[src/rtl/pulse_pkg.sv]
// pulse_pkg: shared state encoding, default widths and pulse polarity for the pulse-train blocks
package pulse_pkg;
    typedef enum logic [1:0] {IDLE = 2'd0, PULSE = 2'd1, GAP = 2'd2, DONE = 2'd3} state_e;
    localparam int CNT_W_DEF = 4;
    localparam int GAP_W_DEF = 4;
    localparam logic PULSE_HIGH = 1'b1;
endpackage

[src/rtl/moore_pulse_gen_if.sv]
// moore_pulse_gen_if: request/train bundle between a pulse-train requester and the generator
interface moore_pulse_gen_if
    import pulse_pkg::*;
#(
    parameter int CNT_W = CNT_W_DEF,
    parameter int GAP_W = GAP_W_DEF
);
    logic             start;
    logic [CNT_W-1:0] count;
    logic [GAP_W-1:0] gap;
    logic             pulse_out;
    logic             busy;
    logic             done;
    modport master (output start, count, gap, input pulse_out, busy, done);
    modport slave  (input start, count, gap, output pulse_out, busy, done);
endinterface

[src/rtl/pulse_gap_timer.sv]
// pulse_gap_timer: loadable down-counter flagging that the current cycle is the last one
module pulse_gap_timer
    import pulse_pkg::*;
#(
    parameter int W = GAP_W_DEF
) (
    input  logic         clk,
    input  logic         rst,
    input  logic         load_i,
    input  logic         en_i,
    input  logic [W-1:0] load_val_i,
    output logic         zero_next_o
);
    logic [W-1:0] ctr_q, ctr_d;
    always_comb ctr_d = load_i ? load_val_i : (en_i && ctr_q != '0) ? ctr_q - W'(1) : ctr_q;
    always_ff @(posedge clk) begin
        if (!rst) ctr_q <= '0;
        else      ctr_q <= ctr_d;
    end
    assign zero_next_o = ctr_q == W'(1);
endmodule

[src/rtl/moore_pulse_gen.sv]
// moore_pulse_gen: emits count one-cycle pulses separated by gap low cycles, then a done strobe
module moore_pulse_gen
    import pulse_pkg::*;
#(
    parameter int CNT_W = CNT_W_DEF,
    parameter int GAP_W = GAP_W_DEF
) (
    input logic               clk,
    input logic               rst,
    moore_pulse_gen_if.slave  pg
);
    state_e           state_q, state_d;
    logic [CNT_W-1:0] rem_q, rem_d;
    logic [GAP_W-1:0] gap_len_q, gap_len_d;
    logic             gap_load, gap_en, gap_last;
    pulse_gap_timer #(.W(GAP_W)) u_gap (
        .clk         (clk),
        .rst         (rst),
        .load_i      (gap_load),
        .en_i        (gap_en),
        .load_val_i  (gap_len_q),
        .zero_next_o (gap_last)
    );
    always_comb begin
        state_d   = state_q;
        rem_d     = rem_q;
        gap_len_d = gap_len_q;
        gap_load  = 1'b0;
        gap_en    = 1'b0;
        case (state_q)
            IDLE: if (pg.start) begin
                rem_d     = pg.count;
                gap_len_d = (pg.gap == '0) ? GAP_W'(1) : pg.gap;
                state_d   = (pg.count != '0) ? PULSE : DONE;
            end
            PULSE: begin
                rem_d    = rem_q - CNT_W'(1);
                gap_load = rem_q != CNT_W'(1);
                state_d  = (rem_q == CNT_W'(1)) ? DONE : GAP;
            end
            GAP: begin
                gap_en  = 1'b1;
                state_d = gap_last ? PULSE : GAP;
            end
            DONE:    state_d = IDLE;
            default: state_d = IDLE;
        endcase
    end
    always_ff @(posedge clk) begin
        if (!rst) begin
            state_q   <= IDLE;
            rem_q     <= '0;
            gap_len_q <= '0;
        end else begin
            state_q   <= state_d;
            rem_q     <= rem_d;
            gap_len_q <= gap_len_d;
        end
    end
    // Outputs depend on registered state only, so inputs never reach them combinationally
    assign pg.pulse_out = (state_q == PULSE) ? PULSE_HIGH : ~PULSE_HIGH;
    assign pg.done      = state_q == DONE;
    assign pg.busy      = state_q != IDLE;
endmodule

[src/flat_wrapper.sv]
// flat-port wrapper written by rule: the top's interface ports become plain ports
module moore_pulse_gen_flat import pulse_pkg::*;
#(
    parameter int CNT_W = CNT_W_DEF,
    parameter int GAP_W = GAP_W_DEF
)
  (clk, rst, pg_start, pg_count, pg_gap, pg_pulse_out, pg_busy, pg_done);
  moore_pulse_gen_if #(.CNT_W(CNT_W), .GAP_W(GAP_W)) pg_i ();
  input logic clk;
  input logic rst;
  input wire logic [$bits(pg_i.start)-1:0] pg_start;
  input wire logic [$bits(pg_i.count)-1:0] pg_count;
  input wire logic [$bits(pg_i.gap)-1:0] pg_gap;
  output wire logic [$bits(pg_i.pulse_out)-1:0] pg_pulse_out;
  output wire logic [$bits(pg_i.busy)-1:0] pg_busy;
  output wire logic [$bits(pg_i.done)-1:0] pg_done;
  assign pg_i.start = pg_start;
  assign pg_i.count = pg_count;
  assign pg_i.gap = pg_gap;
  assign pg_pulse_out = pg_i.pulse_out;
  assign pg_busy = pg_i.busy;
  assign pg_done = pg_i.done;
  moore_pulse_gen #(.CNT_W(CNT_W), .GAP_W(GAP_W)) u_core (.clk(clk), .rst(rst), .pg(pg_i));
endmodule
[config.mk]
export PLATFORM = sky130hd
export DESIGN_NAME = moore_pulse_gen_flat
export DESIGN_NICKNAME = d
export VERILOG_FILES = /design/src/rtl/pulse_pkg.sv /design/src/rtl/moore_pulse_gen_if.sv /design/src/rtl/pulse_gap_timer.sv /design/src/rtl/moore_pulse_gen.sv /design/src/flat_wrapper.sv
export SDC_FILE = /design/constraint.sdc
export NUM_CORES = 1
export LEC_CHECK = 0
export ABC_AREA = 0
export CAP_MARGIN = 30
export CORE_UTILIZATION = 50
export CTS_CLUSTER_SIZE = 40
export DETAILED_ROUTE_END_ITERATION = 8
export PLACE_DENSITY_LB_ADDON = 0.3
export SYNTH_ARGS = -nofsm -noshare
export SYNTH_HDL_FRONTEND = slang
export SYNTH_SLANG_ARGS = --single-unit
[constraint.sdc]
create_clock -name clk -period 1.76 [get_ports clk]
set_input_delay 0.352 -clock clk [delete_from_list [all_inputs] [get_ports clk]]
set_output_delay 0.352 -clock clk [all_outputs]
set_load 0.05 [all_outputs]
==> flow_summary.json, run 1 <==
{
  "synth_top_area_frac": 0.348,
  "gp_congestion": 0.746,
  "antenna_left": 0,
  "rows": 14,
  "layout_min_cycle_time_ns": 1.61,
  "hold_start": "u_core.u_gap.ctr_q[3]$_SDFFE_PN0P_",
  "cts.reportedPaths.clkPinSlew_ns": 0.09,
  "clockBufferDepth": 2,
  "worst_pin_slew_ns": 0.435,
  "numCtsBuffers": 3,
  "netlist_area_sq_um": 806,
  "arrival_ns": 1.26,
  "root_buffer": "clkbuf_4",
  "holdWs_ns": 0.487,
  "drtIter0Drc": 27,
  "status": "completed",
  "holdBufCountCts": 0,
  "whs_path_depth": 2,
  "async_reset_ff_frac": 0,
  "r2r_setup_slack_ns": 0.17,
  "fp.dieArea_sq_um": 1780,
  "ys_types": 35,
  "worstRegToRegCells": 5,
  "drt-vias-per-instance": 5.80,
  "vias": 702,
  "critical_path_required_ns": 1.41,
  "port_buffers": 13,
  "final_cells": 121,
  "wire_per_inst_um": 12.7,
  "post_cts_resized": 0,
  "place_inst": 117,
  "synthCells": 87,
  "grtUsageTotal": 0.189,
  "io_pins": 14,
  "regArea_sq_um": 280,
  "nets": 122,
  "p_leak_nw": 0.410,
  "fill_cells": 130,
  "hold_end": "u_core.u_gap.ctr_q[3]$_SDFFE_PN0P_",
  "peakVddDrop_v": 0.000607,
  "synth-edff-count": 0,
  "setup_viol": 0,
  "first_pass_iters": 4,
  "hold_class": "flop to flop",
  "rsz0062_at_grt": "false",
  "post-dp-hpwl_mm": 1.16,
  "cts_tree": "built",
  "yosysWarnings": 0,
  "ys_ff_latch": 14,
  "area_growth_pct": 28.6,
  "cts_max_level": 1,
  "fin_util": 0.688,
  "clk-insertion-delay-late_ns": 0.29,
  "finClkSkew_ns": 0.00226,
  "drc": 0,
  "totalPowerFinal_mw": 0.917,
  "first_global_vias": 612,
  "die_h_um": 42.1,
  "ys_top_cells_by_area": "dfxtp_1 35%, ha_1 7.8%, nor2_1 6.5%",
  "endpoint_kind": "primary output",
  "start_util": 0.535,
  "r2r_end": "u_core.u_gap.ctr_q[1]$_SDFFE_PN0P_",
  "core_area_sq_um": 1510,
  "synth.avg_cell_area_sq_um": 9.26,
  "cellPowerDensity_nw_per_um2": 885,
  "slew_violations": 0,
  "yosysSeqAreaShare": 0.348,
  "syn_nets": 103,
  "crit_fanout": 7,
  "path_class": "flop to primary output",
  "fp.dieW_um": 42.1,
  "grt_max_degree": 13,
  "multi_input_area_sq_um": 490,
  "grt_first_pass_wirelength_mm": 2.60,
  "antenna_found_initial": 0,
  "grt-ovfl-total": 0,
  "fin_crit_sh": 0.917,
  "post_cts_buffers": 0,
  "critPathLaunchType": "flop",
  "maxCapViolations": 0,
  "relSlewSlack": 0.710,
  "wl_mm": 1.54,
  "diodes": 0,
  "yosysTopAreaCell": "dfxtp_1",
  "final-hold-violation-count": 0,
  "drive_gt1_frac": 0.210,
  "synth_flop_cell": "dfxtp_1",
  "max_freq_ghz": 0.619,
  "numClockSinks": 14,
  "r2r-start": "u_core.u_gap.ctr_q[0]$_SDFFE_PN0P_"
}
==> cell usage in the layout (no fill, tap or decap), types with 2 or more instances in the layout <==
cell type / instances
nor2_1: 14
dfxtp_1: 14
clkdlybuf4s50_1: 10
inv_1: 7
ha_1: 5
mux2i_1: 4
nand2_1: 4
nor3_1: 4
a21oi_1: 4
clkbuf_4: 3
buf_12: 3
buf_4: 3
nand2b_4: 2
nor3b_1: 2
o22ai_1: 2
a221oi_1: 2
==> cell usage after synthesis, types with 2 or more instances <==
master    number
nand2_1        4
inv_1          7
a21oi_1        4
a221oi_1       2
nor3b_1        2
dfxtp_1       14
nor2_1        14
nor3_1         4
o22ai_1        2
ha_1           5
nand2b_4       2
mux2i_1        4
==> cell families after synthesis <==
group,count (synthesis),share of synthesized area
flip-flops,14,0.348
AO/OA/AOI/OAI,21,0.234
buffers and inverters,9,0.0435
adder cells (fa/ha/maj),5,0.0776
multiplexers,5,0.0683
AND/OR/NAND/NOR,33,0.228
==> layer usage <==
metal | part of all wire | vias up | global-route usage
li1 | - | 349 | -
met1 | 0.48 | 325 | 0.253
met2 | 0.46 | 25 | 0.300
met3 | 0.049 | 3 | 0.0388
met4 | 0.015 | 0 | 0.0750
met5 | 0 | - | 0
==> worst max path at each step <==
stage	end	depth (start not counted)	startpoint	slack, ns
finish	pg_pulse_out	3	u_core.state_q[1]$_SDFFE_PN0P_	0.15
global route	pg_pulse_out	3	u_core.state_q[1]$_SDFFE_PN0P_	0.08
CTS	pg_pulse_out	3	u_core.state_q[1]$_SDFFE_PN0P_	0.15
detailed placement	u_core.rem_q[0]$_SDFFE_PN0P_	6	pg_start	-0.02
global placement	u_core.rem_q[0]$_SDFFE_PN0P_	6	pg_start	0.03
floorplan	u_core.u_gap.ctr_q[2]$_SDFFE_PN0P_	4	u_core.rem_q[0]$_SDFFE_PN0P_	0.27
==> metrics by stage <==
stage | worst slack, ns | setup TNS [ns] | instance area, sq um
final | 0.146 | 0 | 1040
after global routing | 0.0764 | 0 | 1040
after CTS | 0.147 | 0 | 1040
after detailed placement | -0.0172 | -0.0174 | 1000
after global placement | 0.0318 | 0 | 1000
after floorplan | 0.274 | 0 | 806
==> sequential cells by signal (all words and copies together), names as in the netlist <==
register and count:
u_core.rem_q 4, u_core.u_gap.ctr_q 4, u_core.state_q 2, u_core.gap_len_q 4
==> worst max-delay path: stages (launching register included) <==
cell      delay [ns]
dfxtp_1         0.48
nand2b_4        0.24
inv_1           0.10
buf_12          0.16
==> final cells by class <==
type | instances | share of cell area
multi-input combinational | 64 | 0.473
inverter | 7 | 0.0254
timing repair buffer | 16 | 0.176
tap | 16 | 0.0193
clock buffer | 4 | 0.0350
sequential | 14 | 0.271
==> power by group <==
part	total (mW)	internal (mW)	switching, mW	leakage, nW
Combinational	0.293	0.147	0.146	0.274
Clock	0.238	0.126	0.112	0.0210
Sequential	0.386	0.350	0.0359	0.115
Total	0.917	0.623	0.294	0.410
(Power assumes the default switching activity.)
==> inputs of run 2 (changes only) <==
Clock period 1.76 ns to 1.8 ns, I/O delays scaled along.
==> flow_summary.json, run 2 (synthesis gave the netlist of run 1 again) <==
{
  "post_cts_buffers": 0,
  "drc": 0,
  "cts_tree": "built",
  "clk-insertion-delay-late_ns": 0.27,
  "cts.reportedPaths.clkPinSlew_ns": 0.08,
  "fp.dieArea_sq_um": 1780,
  "root_buffer": "clkbuf_4",
  "core_area_sq_um": 1510,
  "grt_max_degree": 13,
  "multi_input_area_sq_um": 490,
  "antenna_left": 0,
  "holdBufCountCts": 0,
  "post_cts_resized": 0,
  "tns_ns": 0,
  "final-hold-violation-count": 0,
  "crit_buf_inv": 2,
  "arrival_ns": 1.25,
  "pre_cts_slack_ns": 0.000558,
  "crit_fanout": 7,
  "fp.dieW_um": 42.1,
  "critPathLaunchType": "flop",
  "r2r_setup_slack_ns": 0.22,
  "nets": 121,
  "area_growth_pct": 27.6,
  "hold_class": "flop to flop",
  "grt-ovfl-total": 0,
  "whs_path_depth": 2,
  "hold_end": "u_core.u_gap.ctr_q[3]$_SDFFE_PN0P_",
  "start_util": 0.535,
  "wire_per_inst_um": 12.1,
  "numClockSinks": 14,
  "endpoint_kind": "primary output",
  "antenna_found_initial": 0,
  "first_global_vias": 602,
  "die_h_um": 42.1,
  "top_regs": "u_core.gap_len_q x4, u_core.rem_q x4, u_core.u_gap.ctr_q x4",
  "gp_congestion": 0.747,
  "worst_pin_slew_ns": 0.439,
  "drtIter0Drc": 13,
  "path_cells": "nand2b_4 -> inv_1 -> buf_12",
  "layout_setup_ws_ns": 0.190,
  "final_cell_mix": "14 x nor2_1, 14 x dfxtp_1, 10 x clkdlybuf4s50_1, 7 x inv_1, 5 x ha_1",
  "post-dp-hpwl_mm": 1.15,
  "worstRegToRegCells": 5,
  "crit_family": "flip-flops",
  "fin_crit_sh": 0.894,
  "p_leak_nw": 0.405,
  "regArea_sq_um": 280,
  "vias": 675,
  "cts_max_level": 1,
  "drt-vias-per-instance": 5.63,
  "r2r_end": "u_core.u_gap.ctr_q[1]$_SDFFE_PN0P_",
  "grt_first_pass_wirelength_mm": 2.58,
  "status": "completed",
  "slew_violations": 0,
  "path_class": "flop to primary output",
  "setup_viol": 0,
  "relSlewSlack": 0.707,
  "numCtsBuffers": 3,
  "r2r-start": "u_core.u_gap.ctr_q[0]$_SDFFE_PN0P_",
  "critPathSlowestCell": "dfxtp_1",
  "critical_path_required_ns": 1.44,
  "grtUsageTotal": 0.186,
  "maxCapViolations": 0,
  "rsz0062_at_grt": "false",
  "wl_mm": 1.46,
  "cellPowerDensity_nw_per_um2": 857,
  "clockBufferDepth": 2,
  "finClkSkew_ns": 0.00124,
  "hold_start": "u_core.u_gap.ctr_q[3]$_SDFFE_PN0P_",
  "diodes": 0,
  "drive_gt1_frac": 0.202,
  "max_freq_ghz": 0.621,
  "slowest_delay_ns": 0.47,
  "io_pins": 14,
  "peakVddDrop_v": 0.000646,
  "fill_cells": 146,
  "rows": 14,
  "layout_min_cycle_time_ns": 1.61,
  "first_pass_iters": 4,
  "port_buffers": 13
}
-- run 2: metal layers --
layer,share of wire,track usage
met5,0,0
met3,0.047,0.0431
met2,0.44,0.284
met1,0.49,0.255
met4,0.013,0.0750
-- run 2: cell type report --
| class | count | area share |
|---|---|---|
| Inverter | 7 | 0.0255 |
| Tap cell | 16 | 0.0195 |
| Clock buffer | 4 | 0.0353 |
| Multi-Input combinational cell | 64 | 0.477 |
| Sequential cell | 14 | 0.273 |
| Timing Repair Buffer | 15 | 0.170 |
-- run 2: worst max path at each step --
stage,from,end,slack [ns],cells past startpoint
final,u_core.state_q[1]$_SDFFE_PN0P_,pg_pulse_out,0.19,3
after global routing,u_core.u_gap.ctr_q[0]$_SDFFE_PN0P_,u_core.u_gap.ctr_q[1]$_SDFFE_PN0P_,0.10,5
after CTS,u_core.state_q[1]$_SDFFE_PN0P_,pg_pulse_out,0.18,3
after detailed placement,pg_start,u_core.rem_q[0]$_SDFFE_PN0P_,0.0006,6
after global placement,pg_start,u_core.rem_q[0]$_SDFFE_PN0P_,0.04,6
after floorplan,u_core.rem_q[0]$_SDFFE_PN0P_,u_core.u_gap.ctr_q[2]$_SDFFE_PN0P_,0.31,4
-- run 2: report_power, final --
part	switching [mW]	leakage (nW)	total, mW	internal, mW
combinational	0.140	0.270	0.281	0.141
clock	0.0999	0.0210	0.223	0.123
sequential	0.0347	0.115	0.377	0.342
total	0.275	0.405	0.881	0.606
-- run 2: stage by stage --
| stage | hold slack [ns] | utilization | cells | power [mW] | instance area (sq um) |
|---|---|---|---|---|---|
| CTS | 0.480 | 0.683 | 120 | 0.890 | 1030 |
| global route | 0.506 | 0.683 | 120 | 0.932 | 1030 |
| floorplan | 0.449 | - | 87 | 0.569 | 806 |
| global placement | 0.465 | 0.659 | 116 | 0.660 | 992 |
| detailed placement | 0.467 | 0.659 | 116 | 0.667 | 992 |
| finish | 0.480 | 0.683 | 120 | 0.881 | 1030 |
-- run 2: worst min-delay path, cell delays in order, from the launching register on --
cell     delay (ns)
dfxtp_1        0.33
nand2_1        0.06
o22ai_1        0.05
